<file path="src/rtl/gate_response_monitor.sv">
// gate_response_monitor
// ---------------------------------------------------------------------------
// Checker for the output side of a 2-input NOR under test. It registers the
// stimulus pair (a, b) and the gate response q once, then works entirely from
// those registered copies:
//   * counts q transitions while monitoring and accumulates an energy figure
//     (ENERGY_PER_TOGGLE per transition) as a power estimate;
//   * waits for the stimulus to hold still for SETTLE_CYC cycles, then checks
//     q against NOR(a, b), counting failures and capturing the first one.
//
// Optional build macro: GATE_MON_HAZARD_EN adds hazard_cnt, counting settle
// windows in which q toggled two or more times (a glitch).
//
// Ports
//   clk          in   rising-edge system clock
//   reset_L      in   asynchronous active-low reset
//   en           in   monitoring enable; low sends the FSM to IDLE
//   clr          in   synchronous clear of counters and error capture
//   a, b         in   stimulus as driven to the gate under test
//   q            in   gate response
//   toggle_cnt   out  q transitions seen while enabled (saturating)
//   power_acc    out  toggle energy accumulator (saturating)
//   err_cnt      out  failed checks (saturating)
//   err_flag     out  sticky, set by the first failed check
//   first_err_ab out  {a,b} at the first failed check
//   check_valid  out  one-cycle pulse when a check is performed
//   state        out  FSM state: IDLE=0, SETTLE=1, CHECK=2, STABLE=3
//   hazard_cnt   out  glitchy settle windows (GATE_MON_HAZARD_EN only)
//
// Handshake: there is none; check_valid is a qualifier pulse. The error
// outputs reflect a check on the clock edge that ends its check_valid cycle.
// ---------------------------------------------------------------------------
module gate_response_monitor #(
  parameter int CNT_W             = 16,
  parameter int PWR_W             = 24,
  parameter int ENERGY_PER_TOGGLE = 1,
  parameter int SETTLE_CYC        = 2
) (
  input  logic             clk,
  input  logic             reset_L,
  input  logic             en,
  input  logic             clr,
  input  logic             a,
  input  logic             b,
  input  logic             q,
  output logic [CNT_W-1:0] toggle_cnt,
  output logic [PWR_W-1:0] power_acc,
  output logic [CNT_W-1:0] err_cnt,
  output logic             err_flag,
  output logic [1:0]       first_err_ab,
  output logic             check_valid,
`ifdef GATE_MON_HAZARD_EN
  output logic [CNT_W-1:0] hazard_cnt,
`endif
  output logic [1:0]       state
);

  typedef enum logic [1:0] {
    S_IDLE   = 2'd0,
    S_SETTLE = 2'd1,
    S_CHECK  = 2'd2,
    S_STABLE = 2'd3
  } state_e;

  localparam logic [3:0]       SETTLE_INIT = 4'(SETTLE_CYC - 1);
  localparam logic [PWR_W:0]   ENERGY      = (PWR_W+1)'(ENERGY_PER_TOGGLE);
  localparam logic [CNT_W-1:0] ONE_C       = CNT_W'(1);

  state_e           state_q, state_d;
  logic             a_r_q, b_r_q, q_r_q, q_prev_q;
  logic [1:0]       ab_prev_q, ab_prev_d;
  logic [3:0]       settle_q, settle_d;
  logic [CNT_W-1:0] tog_q, tog_d;
  logic [PWR_W-1:0] pwr_q, pwr_d;
  logic [CNT_W-1:0] err_q, err_d;
  logic             flag_q, flag_d;
  logic [1:0]       first_q, first_d;

  logic [1:0]       ab_r;
  logic             ab_changed, toggle, mismatch, do_check;
  logic [PWR_W:0]   pwr_sum;

  assign ab_r       = {a_r_q, b_r_q};
  assign ab_changed = (ab_r != ab_prev_q);
  assign toggle     = en && (state_q != S_IDLE) && (q_r_q != q_prev_q);
  assign mismatch   = (q_r_q != ~(a_r_q | b_r_q));
  assign do_check   = en && (state_q == S_CHECK);
  // One extra bit catches accumulator overflow for saturation.
  assign pwr_sum    = {1'b0, pwr_q} + ENERGY;

  // Next-state logic
  always_comb begin
    state_d   = state_q;
    settle_d  = settle_q;
    ab_prev_d = ab_prev_q;
    case (state_q)
      S_IDLE: begin
        ab_prev_d = ab_r;
        if (en) begin
          settle_d = SETTLE_INIT;
          state_d  = S_SETTLE;
        end
      end
      S_SETTLE: begin
        if (ab_changed) begin
          // Any movement restarts the settle window, even on its last cycle.
          ab_prev_d = ab_r;
          settle_d  = SETTLE_INIT;
        end else if (settle_q == 4'd0) begin
          state_d = S_CHECK;
        end else begin
          settle_d = settle_q - 4'd1;
        end
      end
      S_CHECK: state_d = S_STABLE;
      S_STABLE: begin
        if (ab_changed) begin
          ab_prev_d = ab_r;
          settle_d  = SETTLE_INIT;
          state_d   = S_SETTLE;
        end
      end
      default: state_d = S_IDLE;
    endcase
    if (!en) state_d = S_IDLE;
  end

  // Counters and error capture; clr takes priority over any increment.
  always_comb begin
    tog_d   = tog_q;
    pwr_d   = pwr_q;
    err_d   = err_q;
    flag_d  = flag_q;
    first_d = first_q;
    if (clr) begin
      tog_d   = '0;
      pwr_d   = '0;
      err_d   = '0;
      flag_d  = 1'b0;
      first_d = 2'b00;
    end else begin
      if (toggle) begin
        if (tog_q != '1) tog_d = tog_q + ONE_C;
        pwr_d = pwr_sum[PWR_W] ? '1 : pwr_sum[PWR_W-1:0];
      end
      if (do_check && mismatch) begin
        if (err_q != '1) err_d = err_q + ONE_C;
        flag_d = 1'b1;
        if (!flag_q) first_d = ab_r;
      end
    end
  end

  always_ff @(posedge clk or negedge reset_L) begin
    if (!reset_L) begin
      state_q   <= S_IDLE;
      a_r_q     <= 1'b0;
      b_r_q     <= 1'b0;
      q_r_q     <= 1'b0;
      q_prev_q  <= 1'b0;
      ab_prev_q <= 2'b00;
      settle_q  <= 4'd0;
      tog_q     <= '0;
      pwr_q     <= '0;
      err_q     <= '0;
      flag_q    <= 1'b0;
      first_q   <= 2'b00;
    end else begin
      state_q   <= state_d;
      a_r_q     <= a;
      b_r_q     <= b;
      q_r_q     <= q;
      // Tracked even in IDLE so enabling never sees a stale previous value.
      q_prev_q  <= q_r_q;
      ab_prev_q <= ab_prev_d;
      settle_q  <= settle_d;
      tog_q     <= tog_d;
      pwr_q     <= pwr_d;
      err_q     <= err_d;
      flag_q    <= flag_d;
      first_q   <= first_d;
    end
  end

`ifdef GATE_MON_HAZARD_EN
  // Per-window toggle tally, saturating at 2; the hazard counter bumps on the
  // second toggle of a window, so each glitchy window counts once.
  logic [1:0]       tally_q, tally_d;
  logic [CNT_W-1:0] haz_q, haz_d;
  logic             win_entry, win_toggle;

  assign win_entry  = (state_d == S_SETTLE) && (state_q != S_SETTLE);
  assign win_toggle = toggle && (state_q == S_SETTLE);

  always_comb begin
    tally_d = tally_q;
    haz_d   = haz_q;
    if (win_entry) begin
      tally_d = 2'd0;
    end else if (win_toggle && tally_q != 2'd2) begin
      tally_d = tally_q + 2'd1;
    end
    if (clr) begin
      haz_d = '0;
    end else if (win_toggle && tally_q == 2'd1 && haz_q != '1) begin
      haz_d = haz_q + ONE_C;
    end
  end

  always_ff @(posedge clk or negedge reset_L) begin
    if (!reset_L) begin
      tally_q <= 2'd0;
      haz_q   <= '0;
    end else begin
      tally_q <= tally_d;
      haz_q   <= haz_d;
    end
  end

  assign hazard_cnt = haz_q;
`endif

  assign toggle_cnt   = tog_q;
  assign power_acc    = pwr_q;
  assign err_cnt      = err_q;
  assign err_flag     = flag_q;
  assign first_err_ab = first_q;
  assign check_valid  = do_check;
  assign state        = state_q;

endmodule

</file>
<file path="config.mk">
export PLATFORM = sky130hd
export DESIGN_NAME = gate_response_monitor
export DESIGN_NICKNAME = d
export VERILOG_FILES = /design/src/rtl/gate_response_monitor.sv
export SDC_FILE = /design/constraint.sdc
export NUM_CORES = 1
export LEC_CHECK = 0
export BUFFER_PORTS_ARGS = -buffer_cell sky130_fd_sc_hd__clkbuf_2
export CAP_MARGIN = 20
export CORE_ASPECT_RATIO = 0.7
export CORE_MARGIN = 1
export CORE_UTILIZATION = 63
export CTS_BUF_LIST = sky130_fd_sc_hd__clkbuf_8
export CTS_CLUSTER_DIAMETER = 120
export DETAILED_ROUTE_END_ITERATION = 8
export PLACE_DENSITY = 0.9
export SLEW_MARGIN = 20
export SYNTH_ARGS = -nofsm -noshare
export SYNTH_HDL_FRONTEND = slang
export SYNTH_SLANG_ARGS = --single-unit
</file>
<file path="constraint.sdc">
create_clock -name clk -period 5 [get_ports clk]
set_input_delay 0 -clock clk [delete_from_list [all_inputs] [get_ports clk]]
set_output_delay 0 -clock clk [all_outputs]
set_load 0.03 [all_outputs]
</file>
# After elaboration in Yosys (flattened, before gate mapping)
# Index checks and enable logic that the tools add are counted.
[word_totals]
in_bits = 7
output_inout_bits = 62
word_cells = 80
ff_bits = 71
[op_classes]
n_bitwise = 2
n_mux = 26
eq_ne = 16
n_addsub = 4
n_reduce_logical = 20
[ops]
columns = ["cell", "n"]
rows = [
  ["16-bit two-way mux", 6],
  ["24-bit two-way mux", 3],
  ["16-bit by 1-bit adder with 16-bit output (second input constant)", 2],
  ["16-bit != test (second input constant)", 2],
  ["24-bit by 1-bit adder with 25-bit output (second input constant)", 1],
  ["2-bit two-way mux", 8],
  ["4-bit two-way mux", 4],
  ["3-bit != test (second input constant)", 4],
  ["4-bit one-hot mux with 3 select lines", 1],
  ["2-bit nonzero test", 6],
  ["2-bit one-hot mux with 4 select lines", 1],
  ["2-bit AND reduction", 4],
  ["2-bit != test (second input constant)", 3],
  ["2-bit equality test (second input constant)", 2],
  ["1-bit logical AND", 4],
  ["4-bit zero test", 1],
  ["2-bit one-hot mux with 2 select lines", 1],
  ["4-bit AND reduction", 1],
  ["4-bit by 1-bit subtractor with 4-bit output (second input constant)", 1],
  ["3-bit AND reduction", 1],
  ["3-bit nonzero test", 1],
  ["2-bit by 1-bit equality test with 1-bit output (second input constant)", 1],
  ["2-bit zero test", 1],
  ["1-bit two-way mux", 2],
  ["other kinds (6)", 7],
]

# Longest topological paths before layout
[logic_depth]
depth_word = 6
ltp_mapped = 8
depth_no_buf = 7

# Worst setup path after synthesis
# Ideal clock, no wire load.
[synth_path]
path_kind = "register to register"
from = "register state_q[0], in the netlist state[0]"
to = "register tog_q[13], in the netlist toggle_cnt[13]"
setup_time_ns = 0.079
path_buffers = 0
required_time_ns = 4.921
t_arrival_ns = 2.253
synth_period_minus_slack_ns = 2.332
slack_ns = 2.668
path_stages_with_launch = 8
cell_sequence = "dfrtp_1 -> inv_1 -> ha_1 -> nor2b_1 -> nand2_2 -> a2111o_1 -> or3_1 -> a21oi_1"
[synth_via]
elab_chain_len = 5
[synth_rtl]
columns = ["item", "line", "text"]
rows = [
  ["start: declaration", "69", "state_e state_q, state_d;"],
  ["start signal: assignment", "169", "state_q <= state_d;"],
  ["2-bit nonzero test", "85", "assign toggle = en && (state_q != S_IDLE) && (q_r_q != q_prev_q);"],
  ["1-bit logical AND (2 in series)", "85", ""],
  ["2-bit nonzero test (no line)", "-", ""],
  ["2-bit AND reduction (no line)", "-", ""],
  ["end signal: assignment", "177", "tog_q <= tog_d;"],
  ["end: declaration", "73", "logic [CNT_W-1:0] tog_q, tog_d;"],
]
# No other way between the ends.
# A chain may end at the register's enable or synchronous reset.

# Worst setup path after layout
# Same ends and word-level chain as after synthesis.

==> metrics.csv <==
metric,value,unit
result of the run,completed,
Yosys cell types,59,
setup repair after global routing missed its margin,no,
die outline width,96.6,µm
minimum period implied by the final worst setup slack,2590,ps
initial standard-cell utilization of the core,67.3,%
number of cells upsized or downsized after cts,0,
Post-Synthesis Cells,418,
clock root buffer master,sky130_fd_sc_hd__clkbuf_8,
critical path arrival,2880,ps
Synth Register Bits,71,
total power after layout,0.00126,W
die boundary height,68.2,µm
PortBufs,68,
critical path's slowest cell,sky130_fd_sc_hd__a2111o_1,
net count after synthesis,433,
core area,5870,µm²
Top delay family on crit path,simple AND/OR/NAND/NOR gates,
number of top-level design ports,69,
Critical Path End Type,register,
clock latency on the worst-skew pair,360,ps
Worst Path Buf+Inv,1,
class of the tightest hold or removal check,input pin to register,
CP cell instances,inv_1 -> ha_1 -> nor2b_1 -> nand2_2 -> a2111o_1 -> or3_1 -> a21oi_1,
Clock Pin Slew Worst Setup and Hold Paths,80,ps
worst slew margin relative to its limit,40.3,%
Synth async-reset ratio,100,%
maximum fanout count along the critical path,19,
sum of negative setup slack,0,ps
total DRC errors in the routed layout,0,
antenna violations before repair,0,
GRT Residual Overflow,0,
leakage,1.98,nW
Die ar.,6590,µm²
warnings from Yosys,0,
detailed placer's ending HPWL,6.73,mm
Worst-Margin Slew,888,ps
average cell area after synthesis,9.45,µm²
Initial DRC Count,323,
post-route fraction of the period consumed by the critical path,51.8,%
hold path startpoint,clr,
Inserted Clock Buffers,9,
"EDFF count, synth",0,
Cell Rows,23,
global-route wire length before repair,15.9,mm
maximum number of pins on one net before global-route repair,72,
Final Max Tran Viols,0,
Filler cells,414,
maximum buffer depth of the clock tree,2,
number of nets in the final layout,505,
setup repair bufs after CTS,0,
vias per cell,6.46,
CTS sink count,71,
"antenna viol nets, final",0,
largest clock skew in the final design,7.74,ps
max-capacitance violation count,0,
via count,3685,
sum of routed wire length over all layers,9.53,mm
share of final-layout standard cells stronger than drive strength 1,21.4,%
Pwr per Cell Area,277,nW/µm²
kind of critical path,register to register,
CTS tree,yes,
Reg2Reg Launch Point,state[0],
diodes inserted,0,
commonest register cell after synthesis,sky130_fd_sc_hd__dfrtp_1,
worst vdd rail ir drop,0.255,mV
upper clock frequency limit,386,MHz
Slowest Stage Delay on Critical Path,570,ps
Initial DRT Pass Iterations,7,
CTS HTree Levels,3,
total global-route track usage,30.5,%
launching instance or port of the critical path,state[0],
final hold violation count,0,
launching element type of the critical path,register,
total of endpoints with negative setup slack in the final report,0,
synthesis-to-finish area growth,15.5,%
number of global-route vias before repair,3301,
fraction of the yosys area taken by sequential cells,45.0,%
last weighted congestion value of the routability-driven placer,0.871,
netlist area before placement,3950,µm²
data required time of the worst path,5290,ps
Avg WL per Cell,16.7,µm
## synthesized netlist by cell type (5+ instances only)
cell	count	area, µm²
sky130_fd_sc_hd__and2_1	5	31.3
sky130_fd_sc_hd__inv_1	12	45.0
sky130_fd_sc_hd__a211oi_1	9	67.6
sky130_fd_sc_hd__nand3_1	26	130
sky130_fd_sc_hd__o21ai_0	18	90.1
sky130_fd_sc_hd__a21oi_1	21	105
sky130_fd_sc_hd__o21a_1	5	37.5
sky130_fd_sc_hd__xnor2_1	11	96.3
sky130_fd_sc_hd__dfrtp_1	71	1780
sky130_fd_sc_hd__and4_1	5	43.8
sky130_fd_sc_hd__nor2_1	41	154
sky130_fd_sc_hd__a31oi_1	12	75.1
sky130_fd_sc_hd__nand4_1	10	62.6
sky130_fd_sc_hd__mux2i_1	6	60.1
sky130_fd_sc_hd__and3_1	13	81.3
sky130_fd_sc_hd__or3_1	5	31.3
sky130_fd_sc_hd__nor4_1	9	56.3
sky130_fd_sc_hd__nor3_1	27	135
sky130_fd_sc_hd__nand2_1	23	86.3
sky130_fd_sc_hd__clkbuf_1	8	30.0
sky130_fd_sc_hd__ha_1	8	100
## path summary, 6_finish.rpt
kind | end | slack (ps) | cells after the start
worst max-delay path | toggle_cnt[13] | 2410 | 7
worst min-delay path | err_cnt[12] | 30 | 2
worst max register to register | toggle_cnt[13] | 2410 | 7
worst min register to register | q_prev_q | 480 | 0
max in group asynchronous | settle_q[0] | 4050 | 3
min in group asynchronous | power_acc[19] | 350 | 3
## metal layers
metal	track usage [%]	routed length, µm
met1	41.5	4240
met2	47.7	4290
met3	9.50	841
met4	8.58	161
met5	0	0
## layout by cell type (no fill, tap or decap), types with 4 or more instances in the layout
cell type                       instances
sky130_fd_sc_hd__a2111oi_0              4
sky130_fd_sc_hd__a211oi_1               9
sky130_fd_sc_hd__a21oi_1               21
sky130_fd_sc_hd__a31oi_1               12
sky130_fd_sc_hd__and2_1                 5
sky130_fd_sc_hd__and3_1                13
sky130_fd_sc_hd__and4_1                 5
sky130_fd_sc_hd__clkbuf_2              67
sky130_fd_sc_hd__clkbuf_8              12
sky130_fd_sc_hd__dfrtp_1               71
sky130_fd_sc_hd__dlygate4sd3_1          5
sky130_fd_sc_hd__ha_1                   8
sky130_fd_sc_hd__inv_1                 12
sky130_fd_sc_hd__mux2i_1                6
sky130_fd_sc_hd__nand2_1               23
sky130_fd_sc_hd__nand2b_1               4
sky130_fd_sc_hd__nand3_1               26
sky130_fd_sc_hd__nand4_1               10
sky130_fd_sc_hd__nor2_1                41
sky130_fd_sc_hd__nor3_1                27
sky130_fd_sc_hd__nor4_1                 9
sky130_fd_sc_hd__o21a_1                 5
sky130_fd_sc_hd__o21ai_0               18
sky130_fd_sc_hd__or3_1                  5
sky130_fd_sc_hd__or4_1                  4
sky130_fd_sc_hd__xnor2_1               11
## where the power goes
group	leakage, nW	switching, W	internal (W)
Sequential	0.969	0.0000189	0.000589
Combinational	0.907	0.000110	0.0000521
Clock	0.109	0.000221	0.000272
Total	1.98	0.000350	0.000913
## logic make-up after synthesis
family	synth area share (%)
xor+xnor	2.88
buf+inv	3.80
flops	45.0
simple gates	27.9
compound gates	15.6
mux	2.38
fa+ha+maj	2.53
## worst reg2reg max path, delay by kind of cell, from the launching register on
kind | cells | cell delay (ps)
adders and majority gates | 1 | 230
DFF | 1 | 450
and+or+nand+nor | 3 | 990
AOI/OAI and AO/OA | 2 | 730
buffers and inverters | 1 | 110
## per-stage QoR
step	worst slack (ps)	cells	util, %	cell area [µm²]	hold slack [ps]
3_3_place_gp	2630	549	73.1	4290	109
6_report	2410	570	77.7	4560	27.4
5_1_grt	2270	570	77.7	4560	41.8
2_1_floorplan	2670	418	-	3950	-296
3_5_place_dp	2490	549	73.1	4290	114
4_1_cts	2450	570	77.7	4560	7.40
## repair_timing
action	in CTS	in global routing
hold buffers	5	0
setup endpoints to repair	0	0
endpoints found under the hold margin	76	0
## layout make-up
class	instances	area (µm²)	area share, %
timing repair buffer	75	405	8.89
inverter	12	45.0	0.988
tap	75	93.8	2.06
clock buffer	12	165	3.62
sequential	71	1780	39.0
multi-input combinational	321	2020	44.3
clock inverter	4	51.3	1.13
## state kept, by name, summed over array words and instances, names as in the netlist, 2 cells and up
signal        flops
toggle_cnt       16
power_acc        24
first_err_ab      2
settle_q          4
state             2
ab_prev_q         2
err_cnt          16
No activity file was read; power rests on OpenSTA's default activity.
